## src/rtl/adc_pkg.sv

```systemverilog
// adc_pkg: shared FSM state type, XADC aux-channel numbering, DRP address width and clog2 helper
package adc_pkg;
    typedef enum logic [1:0] {ST_IDLE, ST_READ, ST_WAIT, ST_ACCUM} state_e;
    localparam int DRP_AW = 7;
    localparam logic [4:0] AUX0_CH = 5'h10;
    localparam logic [4:0] AUX6_CH = 5'h16;
    function automatic logic [4:0] aux_ch(input int n);
        return AUX0_CH + 5'(n);
    endfunction
    function automatic int clog2(input int n);
        int r = 0;
        while ((1 << r) < n) r++;
        return r;
    endfunction
endpackage

```

## src/rtl/adc_avg_lane.sv

```systemverilog
// adc_avg_lane: per-lane boxcar accumulator, sample counter and result register
//   clk, reset_n : clock, async active-low reset
//   acc_en_i     : add sample_i this cycle (FSM in ACCUM for this lane)
//   sample_i     : MSB-aligned sample
//   done_o       : this addition completes a block of 2^AVG_LOG2 samples
//   avg_o        : average including sample_i (valid with done_o)
//   result_o     : last stored average
module adc_avg_lane #(
    parameter int ADC_BITS = 12,
    parameter int AVG_LOG2 = 2
) (
    input  logic                clk,
    input  logic                reset_n,
    input  logic                acc_en_i,
    input  logic [ADC_BITS-1:0] sample_i,
    output logic                done_o,
    output logic [ADC_BITS-1:0] avg_o,
    output logic [ADC_BITS-1:0] result_o
);
    localparam int AW = ADC_BITS + AVG_LOG2;
    localparam int CW = AVG_LOG2 + 1;
    logic [AW-1:0] acc_q, sum;
    logic [CW-1:0] cnt_q, cnt_nx;
    logic [ADC_BITS-1:0] res_q;
    // AW bits hold 2^AVG_LOG2 full-scale samples without overflow
    assign sum = acc_q + AW'(sample_i);
    assign cnt_nx = cnt_q + 1'b1;
    assign done_o = acc_en_i && cnt_nx == CW'(2 ** AVG_LOG2);
    assign avg_o = ADC_BITS'(sum >> AVG_LOG2);
    assign result_o = res_q;
    always_ff @(posedge clk or negedge reset_n) begin
        if (!reset_n) begin
            acc_q <= '0;
            cnt_q <= '0;
            res_q <= '0;
        end else if (acc_en_i) begin
            acc_q <= done_o ? '0 : sum;
            cnt_q <= done_o ? '0 : cnt_nx;
            res_q <= done_o ? avg_o : res_q;
        end
    end
endmodule

```

## src/rtl/adc_multi_ch_avg.sv

```systemverilog
// adc_multi_ch_avg: XADC EOC-driven DRP reader averaging NUM_CH consecutive channels
//   clk, reset_n        : clock (also XADC dclk), async active-low reset
//   eoc_in, channel_in  : XADC end-of-conversion and channel number
//   drp_den, drp_daddr  : DRP read request
//   drp_do, drp_drdy    : DRP read data / ready
//   sel_ch, sel_value   : registered display mux of lane results
//   ch_valid            : lanes that have produced at least one average
//   avg_stb/ch/value    : strobe and payload of each newly stored average
//   err_timeout/overrun : sticky error flags, cleared by err_clr
module adc_multi_ch_avg
    import adc_pkg::*;
#(
    parameter int         NUM_CH       = 4,
    parameter logic [4:0] CH_BASE      = AUX6_CH,
    parameter int         ADC_BITS     = 12,
    parameter int         AVG_LOG2     = 2,
    parameter int         DRDY_TIMEOUT = 31,
    localparam int        CH_W         = clog2(NUM_CH) > 1 ? clog2(NUM_CH) : 1
) (
    input  logic                clk,
    input  logic                reset_n,
    input  logic                eoc_in,
    input  logic [4:0]          channel_in,
    output logic                drp_den,
    output logic [DRP_AW-1:0]   drp_daddr,
    input  logic [15:0]         drp_do,
    input  logic                drp_drdy,
    input  logic [CH_W-1:0]     sel_ch,
    output logic [ADC_BITS-1:0] sel_value,
    output logic [NUM_CH-1:0]   ch_valid,
    output logic                avg_stb,
    output logic [CH_W-1:0]     avg_ch,
    output logic [ADC_BITS-1:0] avg_value,
    output logic                err_timeout,
    output logic                err_overrun,
    input  logic                err_clr
);
    localparam int TW = clog2(DRDY_TIMEOUT + 1);
    state_e state_q, state_d;
    logic eoc_q;
    logic [CH_W-1:0] lane_q, lane_d, avg_ch_q, avg_ch_d;
    logic [DRP_AW-1:0] daddr_q, daddr_d;
    logic [ADC_BITS-1:0] sample_q, sample_d, avg_value_q, avg_value_d, sel_value_q, sel_value_d;
    logic [TW-1:0] wcnt_q, wcnt_d;
    logic err_to_q, err_to_d, err_ov_q, err_ov_d, avg_stb_q, avg_stb_d;
    logic [NUM_CH-1:0] ch_valid_q, ch_valid_d, done;
    logic [ADC_BITS-1:0] lane_avg [NUM_CH];
    logic [ADC_BITS-1:0] lane_res [NUM_CH];
    logic [4:0] idx;
    logic valid_edge, to_set, ov_set;
    logic unused_drp_lsbs;
    // channels below CH_BASE wrap to large indices and fall out of range
    assign idx = channel_in - CH_BASE;
    assign valid_edge = eoc_in && !eoc_q && int'(idx) < NUM_CH;
    assign ov_set = valid_edge && state_q != ST_IDLE;
    assign unused_drp_lsbs = ^drp_do;
    for (genvar i = 0; i < NUM_CH; i++) begin : g_lane
        adc_avg_lane #(.ADC_BITS(ADC_BITS), .AVG_LOG2(AVG_LOG2)) u_lane (
            .clk      (clk),
            .reset_n  (reset_n),
            .acc_en_i (state_q == ST_ACCUM && lane_q == CH_W'(i)),
            .sample_i (sample_q),
            .done_o   (done[i]),
            .avg_o    (lane_avg[i]),
            .result_o (lane_res[i])
        );
    end
    always_comb begin
        state_d = state_q;
        lane_d = lane_q;
        daddr_d = daddr_q;
        sample_d = sample_q;
        wcnt_d = wcnt_q;
        to_set = 1'b0;
        case (state_q)
            ST_IDLE: if (valid_edge) begin
                state_d = ST_READ;
                lane_d = CH_W'(idx);
                daddr_d = {2'b00, channel_in};
            end
            ST_READ: begin
                state_d = ST_WAIT;
                wcnt_d = '0;
            end
            ST_WAIT: if (drp_drdy) begin
                state_d = ST_ACCUM;
                sample_d = drp_do[15 -: ADC_BITS];
            end else if (wcnt_q == TW'(DRDY_TIMEOUT - 1)) begin
                state_d = ST_IDLE;
                to_set = 1'b1;
            end else begin
                wcnt_d = wcnt_q + 1'b1;
            end
            default: state_d = ST_IDLE;
        endcase
    end
    // sel_value bypasses a result being written this cycle so it tracks avg_value
    always_comb begin
        avg_stb_d = |done;
        avg_ch_d = avg_ch_q;
        avg_value_d = avg_value_q;
        ch_valid_d = ch_valid_q;
        sel_value_d = '0;
        for (int k = 0; k < NUM_CH; k++) begin
            if (done[k]) begin
                avg_ch_d = CH_W'(k);
                avg_value_d = lane_avg[k];
                ch_valid_d[k] = 1'b1;
            end
            if (sel_ch == CH_W'(k)) sel_value_d = done[k] ? lane_avg[k] : lane_res[k];
        end
        err_to_d = to_set || (err_to_q && !err_clr);
        err_ov_d = ov_set || (err_ov_q && !err_clr);
    end
    always_ff @(posedge clk or negedge reset_n) begin
        if (!reset_n) begin
            state_q <= ST_IDLE;
            eoc_q <= 1'b0;
            lane_q <= '0;
            daddr_q <= '0;
            sample_q <= '0;
            wcnt_q <= '0;
            err_to_q <= 1'b0;
            err_ov_q <= 1'b0;
            avg_stb_q <= 1'b0;
            avg_ch_q <= '0;
            avg_value_q <= '0;
            sel_value_q <= '0;
            ch_valid_q <= '0;
        end else begin
            state_q <= state_d;
            eoc_q <= eoc_in;
            lane_q <= lane_d;
            daddr_q <= daddr_d;
            sample_q <= sample_d;
            wcnt_q <= wcnt_d;
            err_to_q <= err_to_d;
            err_ov_q <= err_ov_d;
            avg_stb_q <= avg_stb_d;
            avg_ch_q <= avg_ch_d;
            avg_value_q <= avg_value_d;
            sel_value_q <= sel_value_d;
            ch_valid_q <= ch_valid_d;
        end
    end
    assign drp_den = state_q == ST_READ;
    assign drp_daddr = daddr_q;
    assign sel_value = sel_value_q;
    assign ch_valid = ch_valid_q;
    assign avg_stb = avg_stb_q;
    assign avg_ch = avg_ch_q;
    assign avg_value = avg_value_q;
    assign err_timeout = err_to_q;
    assign err_overrun = err_ov_q;
endmodule

```

## config.mk

```make
export PLATFORM = sky130hd
export DESIGN_NAME = adc_multi_ch_avg
export DESIGN_NICKNAME = d
export VERILOG_FILES = /design/src/rtl/adc_pkg.sv /design/src/rtl/adc_avg_lane.sv /design/src/rtl/adc_multi_ch_avg.sv
export SDC_FILE = /design/constraint.sdc
export NUM_CORES = 1
export LEC_CHECK = 0
export CAP_MARGIN = 40
export CORE_AREA = 2 2 177 179
export CTS_BUF_LIST = sky130_fd_sc_hd__clkbuf_4 sky130_fd_sc_hd__clkbuf_8 sky130_fd_sc_hd__clkbuf_16
export DETAILED_ROUTE_END_ITERATION = 12
export DIE_AREA = 0 0 179 181
export HOLD_SLACK_MARGIN = 0.12
export RECOVER_POWER = 50
export REMOVE_ABC_BUFFERS = 1
export SLEW_MARGIN = 20
export SYNTH_ARGS = -nofsm -noshare
export SYNTH_HDL_FRONTEND = slang
export SYNTH_SLANG_ARGS = --single-unit
```

## constraint.sdc

```tcl
create_clock -name clk -period 5.9 [get_ports clk]
set_input_delay 0.885 -clock clk [delete_from_list [all_inputs] [get_ports clk]]
set_output_delay 0.885 -clock clk [all_outputs]
set_load 0.1 [all_outputs]
```

==> metrics.csv, run 1 <==
metric;value;unit
grt total ovfl;0;
FF+latch count, synth;175;
Cell Pwr Density;538;mW/mm^2
clock skew;11.6;ps
Starting Density;0.319;
top achievable clock speed;257;MHz
I/O Buffers;62;
Worst slew margin;-0.903;
yosys warns;0;
initial DRC count;554;
CTS root buf;clkbuf_16;
layout cells sized above 1;0.124;
hold-critical path depth;2;
I/O pins;69;
Clock Sinks;175;
register area;0.00438;sq mm
RSZ-0062 raised after global routing;no;
critical path class;reg2reg;
sequential share of the synthesized area;0.452;
post-route setup TNS;0;ps
filler cell count;2914;
largest net degree at the start of global routing;89;
Antenna Nets Post-Route;0;
Req. time, crit path;6230;ps
Netlist cell types;81;
fin nets;1168;
number of global-route vias before repair;7697;
CTS Hold Bufs;0;
cells after synthesis;976;
Post-CTS Setup Repair Bufs;0;
P_leak;5.62;nW
Crit Path Max Fanout;28;
initial antenna violation count;0;
Final Power;6.45;mW
DRT Pass-1 Iters;5;
Tot GR Track Use;0.166;
diodes inserted;0;
Max Slew Vio Count;120;
Vias/cell;5.21;
Mapped Area;0.00969;sq mm
Die Span Y;181;um
HPWL after DPL;18400;um
Multi-input gate area;0.00500;sq mm
Placeable Area;0.0303;sq mm
status;complete, but fails checks;
max-cap violations;3;
fraction of registers with async set/reset;1.00;
final hold vios;0;
CP startpoint kind;flop;
failing checks;capacitance limit, slew limit;
Post-synth top flop;dfrtp_1;
CTS tree;done;
post-route minimum period;3890;ps
most frequent cells in the layout;nand2_1 (185), dfrtp_1 (175), ha_1 (63), o21ai_0 (61), nor2_1 (59);
WL/cell;17.1;um
DIE WIDTH;179;um
clock latency on the worst-skew pair;440;ps
Clk pin slew, worst setup/hold paths;70;ps
maximum vdd drop;0.000237;V
Final Routed Wirelength;25400;um
worst reg2reg path depth;8;
via count;7716;
Syn-to-layout area delta;23.8;%
final setup fails;0;
num rows;64;
GPL Wtd Cong;0.874;
Hold Path Class;reg2reg;
EDFF count, synth;0;
most common cell after layout, fill and taps aside;nand2_1;
first-pass GRT wire length;41600;um
Critical Path AT;4220;ps
H-tree depth;4;
DR DRC count;0;
worst-margin pin slew;2850;ps
post-CTS sizing;0;
period utilization;0.659;
clock tree buffer depth;2;
die area;0.0324;sq mm
Avg Inst Size Synth;9.92;sq um
kind of end point of the critical path;flop;
CTS Buf Count;17;
==> synth_stat cells, types with 20 or more instances <==
cell	n	area share
xor2_1	20	0.018
xnor2_1	28	0.025
ha_1	63	0.081
dfrtp_1	175	0.45
nand3_1	36	0.019
nand2_1	185	0.072
mux2_2	20	0.023
inv_1	24	0.0093
a21oi_1	44	0.023
a22o_1	24	0.022
o21ai_0	61	0.032
nor2_1	57	0.022
==> critical path, cell delays in order, from the launching register on <==
cell and delay [ps]:
dfrtp_1 450, ha_1 340, and3b_1 340, nand3_2 110, clkbuf_1 1100, nand2_1 210, nor2_1 500, inv_1 410
o22a_1 310
==> state kept, by name, indices dropped and copies added (netlist names), 4 cells and up <==
name / flops
g_lane.u_lane.cnt_q: 12
ch_valid: 4
avg_value: 12
drp_daddr: 4
g_lane.u_lane.acc_q: 56
sel_value: 12
wcnt_q: 5
sample_q: 12
g_lane.u_lane.result_o: 48
==> cell type report <==
class,count,area share
Multi-Input combinational cell,743,0.417
Sequential cell,175,0.365
Timing Repair Buffer,112,0.115
Tap cell,396,0.0413
Clock buffer,20,0.0389
Clock inverter,12,0.0153
Inverter,24,0.00751
==> worst paths after layout <==
check / from / slack, ps / endpoint
max: state_q[0]$_DFFE_PN0P_ / 2010 / avg_value[5]$_DFFE_PN0P_
max in group asynchronous: reset_n / 2240 / g_lane[0].u_lane.cnt_q[2]$_DFFE_PN0P_
min reg2reg: g_lane[2].u_lane.result_o[2]$_DFFE_PN0P_ / 470 / g_lane[2].u_lane.result_o[2]$_DFFE_PN0P_
min: g_lane[2].u_lane.result_o[2]$_DFFE_PN0P_ / 470 / g_lane[2].u_lane.result_o[2]$_DFFE_PN0P_
min in group asynchronous: reset_n / 500 / wcnt_q[1]$_DFFE_PN0P_
max reg2reg: state_q[0]$_DFFE_PN0P_ / 2010 / avg_value[5]$_DFFE_PN0P_
==> kinds of logic (layout without fill, tap and decap cells) <==
logic type,after synthesis,count (layout),synth area share
multiplexers,34,34,0.0486
AND/OR/NAND/NOR,336,336,0.153
adder cells (fa/ha/maj),67,67,0.0896
other,1,2,0.000387
AO/OA/AOI/OAI,256,256,0.182
flip-flops,175,175,0.452
XOR/XNOR,48,48,0.0434
buffers and inverters,59,168,0.0307
==> power breakdown <==
group	internal, mW	switching, mW	total, mW
Combinational	1.31	2.07	3.38
Sequential	1.51	0.312	1.82
Clock	0.745	0.500	1.25
==> layer usage <==
| layer | track usage | vias up | wire length, um |
|---|---|---|---|
| met3 | 0.0227 | 29 | 858 |
| met1 | 0.226 | 3839 | 11700 |
| met2 | 0.271 | 145 | 12300 |
| li1 | - | 3703 | - |
| met5 | 0 | - | 0 |
| met4 | 0.0543 | 0 | 535 |
==> stage by stage <==
step	std cells	worst slack, ps	util	area [sq um]	hold WS [ps]
after floorplan	942	2920	-	9480	436
after global placement	1408	2790	0.351	10700	451
after detailed placement	1448	2800	0.374	11300	456
after CTS	1480	2780	0.395	12000	475
after global routing	1482	1560	0.395	12000	497
final	1482	2010	0.395	12000	470
(Power assumes the default switching activity.)
==> inputs of run 2 (changes only) <==
Clock period 5.9 ns to 3.2 ns, I/O delays scaled along.
==> metrics.csv, run 2 (synthesized netlist as in run 1, its figures left out) <==
metric;value;unit
worst-margin pin slew;2280;ps
kind of end point of the critical path;flop;
WL/cell;17.4;um
switching pwr;5.28;mW
clock latency on the worst-skew pair;440;ps
period utilization;0.941;
post-route minimum period;3010;ps
Top reg by flops;g_lane.u_lane.acc_q;
most common cell after layout, fill and taps aside;nand2_1;
Crit-path slowest cell;dfrtp_1;
Seq pwr share;0.290;
RSZ-0062 raised after global routing;no;
Starting Density;0.319;
reg2reg setup slack;190;ps
Vias/cell;5.20;
final hold vios;0;
Cell Pwr Density;1010;mW/mm^2
I/O Buffers;62;
CTS Buf Count;17;
dpl cell area;0.0109;sq mm
max-cap violations;1;
H-tree depth;4;
DR DRC count;0;
clock skew;12.4;ps
Final Routed Wirelength;25500;um
status;complete, but fails checks;
layout cells sized above 1;0.135;
Critical Path AT;3320;ps
initial DRC count;450;
Post-CTS Setup Repair Bufs;0;
maximum vdd drop;0.000325;V
top achievable clock speed;332;MHz
clock tree buffer depth;2;
first-pass GRT wire length;41900;um
Die Span Y;181;um
design area;0.0114;sq mm
WP buf/inv;0;
Clock Sinks;175;
die area;0.0324;sq mm
DRT Pass-1 Iters;4;
Worst slew margin;-0.518;
CP cell instances;ha_1, fa_1, a21oi_2, o211ai_2, a211oi_2, o31ai_1, xnor2_1, o21ai_2, mux4_2;
Crit Path Max Fanout;5;
Hold Path Class;reg2reg;
sw frac;0.458;
post-route setup TNS;0;ps
failing checks;capacitance limit, slew limit;
Pint;6.24;mW
most frequent cells in the layout;nand2_1 (185), dfrtp_1 (175), ha_1 (63), o21ai_0 (61), nor2_1 (57);
Clock power frac;0.190;
P_leak;5.46;nW
Crit path max-delay family;compound AO/OA/AOI/OAI gates;
Syn-to-layout area delta;17.7;%
number of global-route vias before repair;7656;
post-CTS sizing;0;
critical path class;reg2reg;
initial antenna violation count;0;
Req. time, crit path;3510;ps
GPL Wtd Cong;0.822;
CTS Hold Bufs;0;
num rows;64;
I/O pins;69;
Placeable Area;0.0303;sq mm
max FFs per register;56;
final setup fails;0;
via count;7632;
Tot GR Track Use;0.167;
Gate power share;0.520;
HPWL after DPL;19000;um
DIE WIDTH;179;um
CP startpoint kind;flop;
Antenna Nets Post-Route;0;
diodes inserted;0;
grt total ovfl;0;
fin nets;1154;
CTS tree;done;
CTS root buf;clkbuf_16;
Clk pin slew, worst setup/hold paths;70;ps
Max Slew Vio Count;86;
largest net degree at the start of global routing;87;
Worst path max stage delay;480;ps
==> run 2: path summary, 6_finish.rpt <==
| kind | cells after the start | startpoint | end |
|---|---|---|---|
| worst max-delay path | 9 | sample_q[0]$_DFFE_PN0P_ | sel_value[10]$_DFF_PN0_ |
| min in group asynchronous | 1 | reset_n | wcnt_q[1]$_DFFE_PN0P_ |
| max in group asynchronous | 2 | reset_n | sample_q[1]$_DFFE_PN0P_ |
| worst max register to register | 9 | sample_q[0]$_DFFE_PN0P_ | sel_value[10]$_DFF_PN0_ |
| worst min register to register | 2 | g_lane[3].u_lane.result_o[8]$_DFFE_PN0P_ | g_lane[3].u_lane.result_o[8]$_DFFE_PN0P_ |
| worst min-delay path | 2 | g_lane[3].u_lane.result_o[8]$_DFFE_PN0P_ | g_lane[3].u_lane.result_o[8]$_DFFE_PN0P_ |
==> run 2: area by class of cell <==
type | count | area (sq um)
Tap cell | 396 | 495
Fill cell | 2979 | 18900
Clock buffer | 19 | 453
Multi-Input combinational cell | 743 | 5010
Inverter | 24 | 90.1
Clock inverter | 12 | 160
Timing Repair Buffer | 98 | 815
Sequential cell | 175 | 4380
==> run 2: power groups by stage <==
stage / Clock (mW) / Combinational [mW] / Sequential [mW]
2_1_floorplan: 0 / 3.71 / 3.96
3_3_place_gp: 0 / 5.82 / 3.36
3_5_place_dp: 0 / 5.98 / 3.38
4_1_cts: 2.23 / 6.02 / 3.34
5_1_grt: 2.31 / 6.64 / 3.43
6_report: 2.19 / 5.99 / 3.35
==> run 2: worst reg2reg max path: cells and delay by family (launching register included) <==
family	cells	cell delay, ps
xor+xnor	1	330
mux	1	460
flops	1	480
compound gates	5	910
fa+ha+maj	2	720
==> run 2: metal layers <==
metal	share of wire	GRT usage	vias to the layer above
met1	0.46	0.224	3789
met4	0.020	0.0540	0
met5	0	0	-
met3	0.038	0.0276	30
met2	0.48	0.275	137
li1	-	-	3676
==> run 2: stage by stage <==
stage          setup WS, ps  utilization  cells  hold slack, ps  total power, mW
2_1_floorplan           223            -    942             184             7.67
5_1_grt                12.7        0.376   1467             494             12.4
6_report                189        0.376   1467             473             11.5
3_5_place_dp            199        0.358   1435             457             9.36
4_1_cts                 191        0.378   1466             137             11.6
3_3_place_gp            213        0.355   1429             449             9.18
==> inputs of run 3 (changes only) <==
Settings changed: GPL_TIMING_DRIVEN from default to 0.
==> metrics.csv, run 3 (synthesized netlist as in run 1, its figures left out) <==
metric;value;unit
CTS root buf;clkbuf_16;
Die Span Y;181;um
CTS tree;done;
worst-margin pin slew;2300;ps
DIE WIDTH;179;um
max FFs per register;56;
Clk pin slew, worst setup/hold paths;70;ps
I/O Buffers;62;
RSZ-0062 raised after global routing;no;
initial antenna violation count;0;
layout cells sized above 1;0.138;
most common cell after layout, fill and taps aside;nand2_1;
CP startpoint kind;flop;
H-tree depth;4;
WP buf/inv;0;
period utilization;0.959;
CP cell instances;ha_1, fa_1, a211oi_1, o21ai_1, a31oi_1, xor2_1, o21ai_0, mux4_2;
I/O pins;69;
Crit path max-delay family;compound AO/OA/AOI/OAI gates;
clock latency on the worst-skew pair;440;ps
clock tree buffer depth;2;
Clock Sinks;175;
grt total ovfl;0;
P_leak;5.65;nW
Crit-path slowest cell;mux4_2;
fin nets;1173;
die area;0.0324;sq mm
fin util;0.399;
clock skew;10.0;ps
initial DRC count;519;
Tot GR Track Use;0.166;
critical path class;reg2reg;
final hold vios;0;
CTS Buf Count;17;
Hold Path Class;reg2reg;
final setup fails;0;
failing checks;capacitance limit, slew limit;
Antenna Nets Post-Route;0;
status;complete, but fails checks;
post-route minimum period;3070;ps
Worst slew margin;-0.536;
DRT Pass-1 Iters;6;
Placeable Area;0.0303;sq mm
Critical Path AT;3360;ps
num rows;64;
via count;7854;
Vias/cell;5.28;
fin worst setup slack;132;ps
WL/cell;17.2;um
Req. time, crit path;3500;ps
diodes inserted;0;
first-pass GRT wire length;41800;um
GPL Wtd Cong;0.854;
number of global-route vias before repair;7733;
HPWL after DPL;18700;um
Max Slew Vio Count;88;
DR DRC count;0;
Place WS;-118;ps
top achievable clock speed;326;MHz
Final Routed Wirelength;25500;um
largest net degree at the start of global routing;89;
most frequent cells in the layout;nand2_1 (185), dfrtp_1 (174), ha_1 (63), o21ai_0 (61), clkdlybuf4s50_1 (59);
Top reg by flops;g_lane.u_lane.acc_q;
maximum vdd drop;0.000438;V
Worst path max stage delay;520;ps
Syn-to-layout area delta;25.1;%
Cell Pwr Density;984;mW/mm^2
max-cap violations;1;
Starting Density;0.319;
Crit Path Max Fanout;5;
kind of end point of the critical path;flop;
run 3: cell types whose count changed in the layout (fill, tap and decap cells not counted), moves of 3 or more:
| cell | change |
|---|---|
| nand3_1 | -3 |
| buf_16 | +11 |
| clkdlybuf4s50_1 | +33 |
| buf_8 | +22 |
| clkbuf_1 | -11 |
| buf_6 | +4 |
| buf_4 | -38 |
run 3: final timing paths:
kind                       slack, ps                    start  cells past startpoint                                       end
setup / recovery                 130  sample_q[0]$_DFFE_PN0P_                      8                    sel_value[6]$_DFF_PN0_
hold / removal                   460  ch_valid[3]$_DFFE_PN0P_                      1                   ch_valid[3]$_DFFE_PN0P_
setup reg to reg                 130  sample_q[0]$_DFFE_PN0P_                      8                    sel_value[6]$_DFF_PN0_
hold reg to reg                  460  ch_valid[3]$_DFFE_PN0P_                      1                   ch_valid[3]$_DFFE_PN0P_
max in group asynchronous        580                  reset_n                      2  g_lane[2].u_lane.result_o[7]$_DFFE_PN0P_
min in group asynchronous       1270                  reset_n                      2                     wcnt_q[1]$_DFFE_PN0P_
run 3: final cells by class:
type	count	area, sq um
timing repair buffer	117	1460
inverter	24	93.8
fill	2855	18200
sequential	175	4380
clock buffer	19	447
multi-input combinational	743	5050
tap	396	495
clock inverter	13	189
run 3: timing repair:
item,CTS,global route
hold endpoints to repair,87,0
pin swaps,0,3
setup buffers,3,2
gates resized for setup,3,6
endpoints found under the setup margin,8,13
hold buffers,1,0
run 3: power by group:
group | internal [mW] | switching [mW]
registers | 2.78 | 0.587
logic | 2.46 | 3.84
clock network | 1.34 | 0.916
run 3: per-layer routing:
metal | wire length (um) | track usage | vias to the layer above
li1 | - | - | 3718
met1 | 11700 | 0.224 | 3928
met2 | 12300 | 0.269 | 176
met3 | 1070 | 0.0276 | 32
met4 | 542 | 0.0530 | 0
met5 | 0 | 0 | -
run 3: per-stage QoR:
step                hold WS [ps]  area (sq um)  setup TNS (ps)  instances  total power [mW]
finish                       465         12100               0       1487              11.9
global route                 491         12100               0       1487              12.7
CTS                          471         12100               0       1481              11.9
global placement             451         10600        -1070470       1400              9.06
floorplan                    184          9480               0        942              7.67
detailed placement           451         11400            -241       1445              9.63
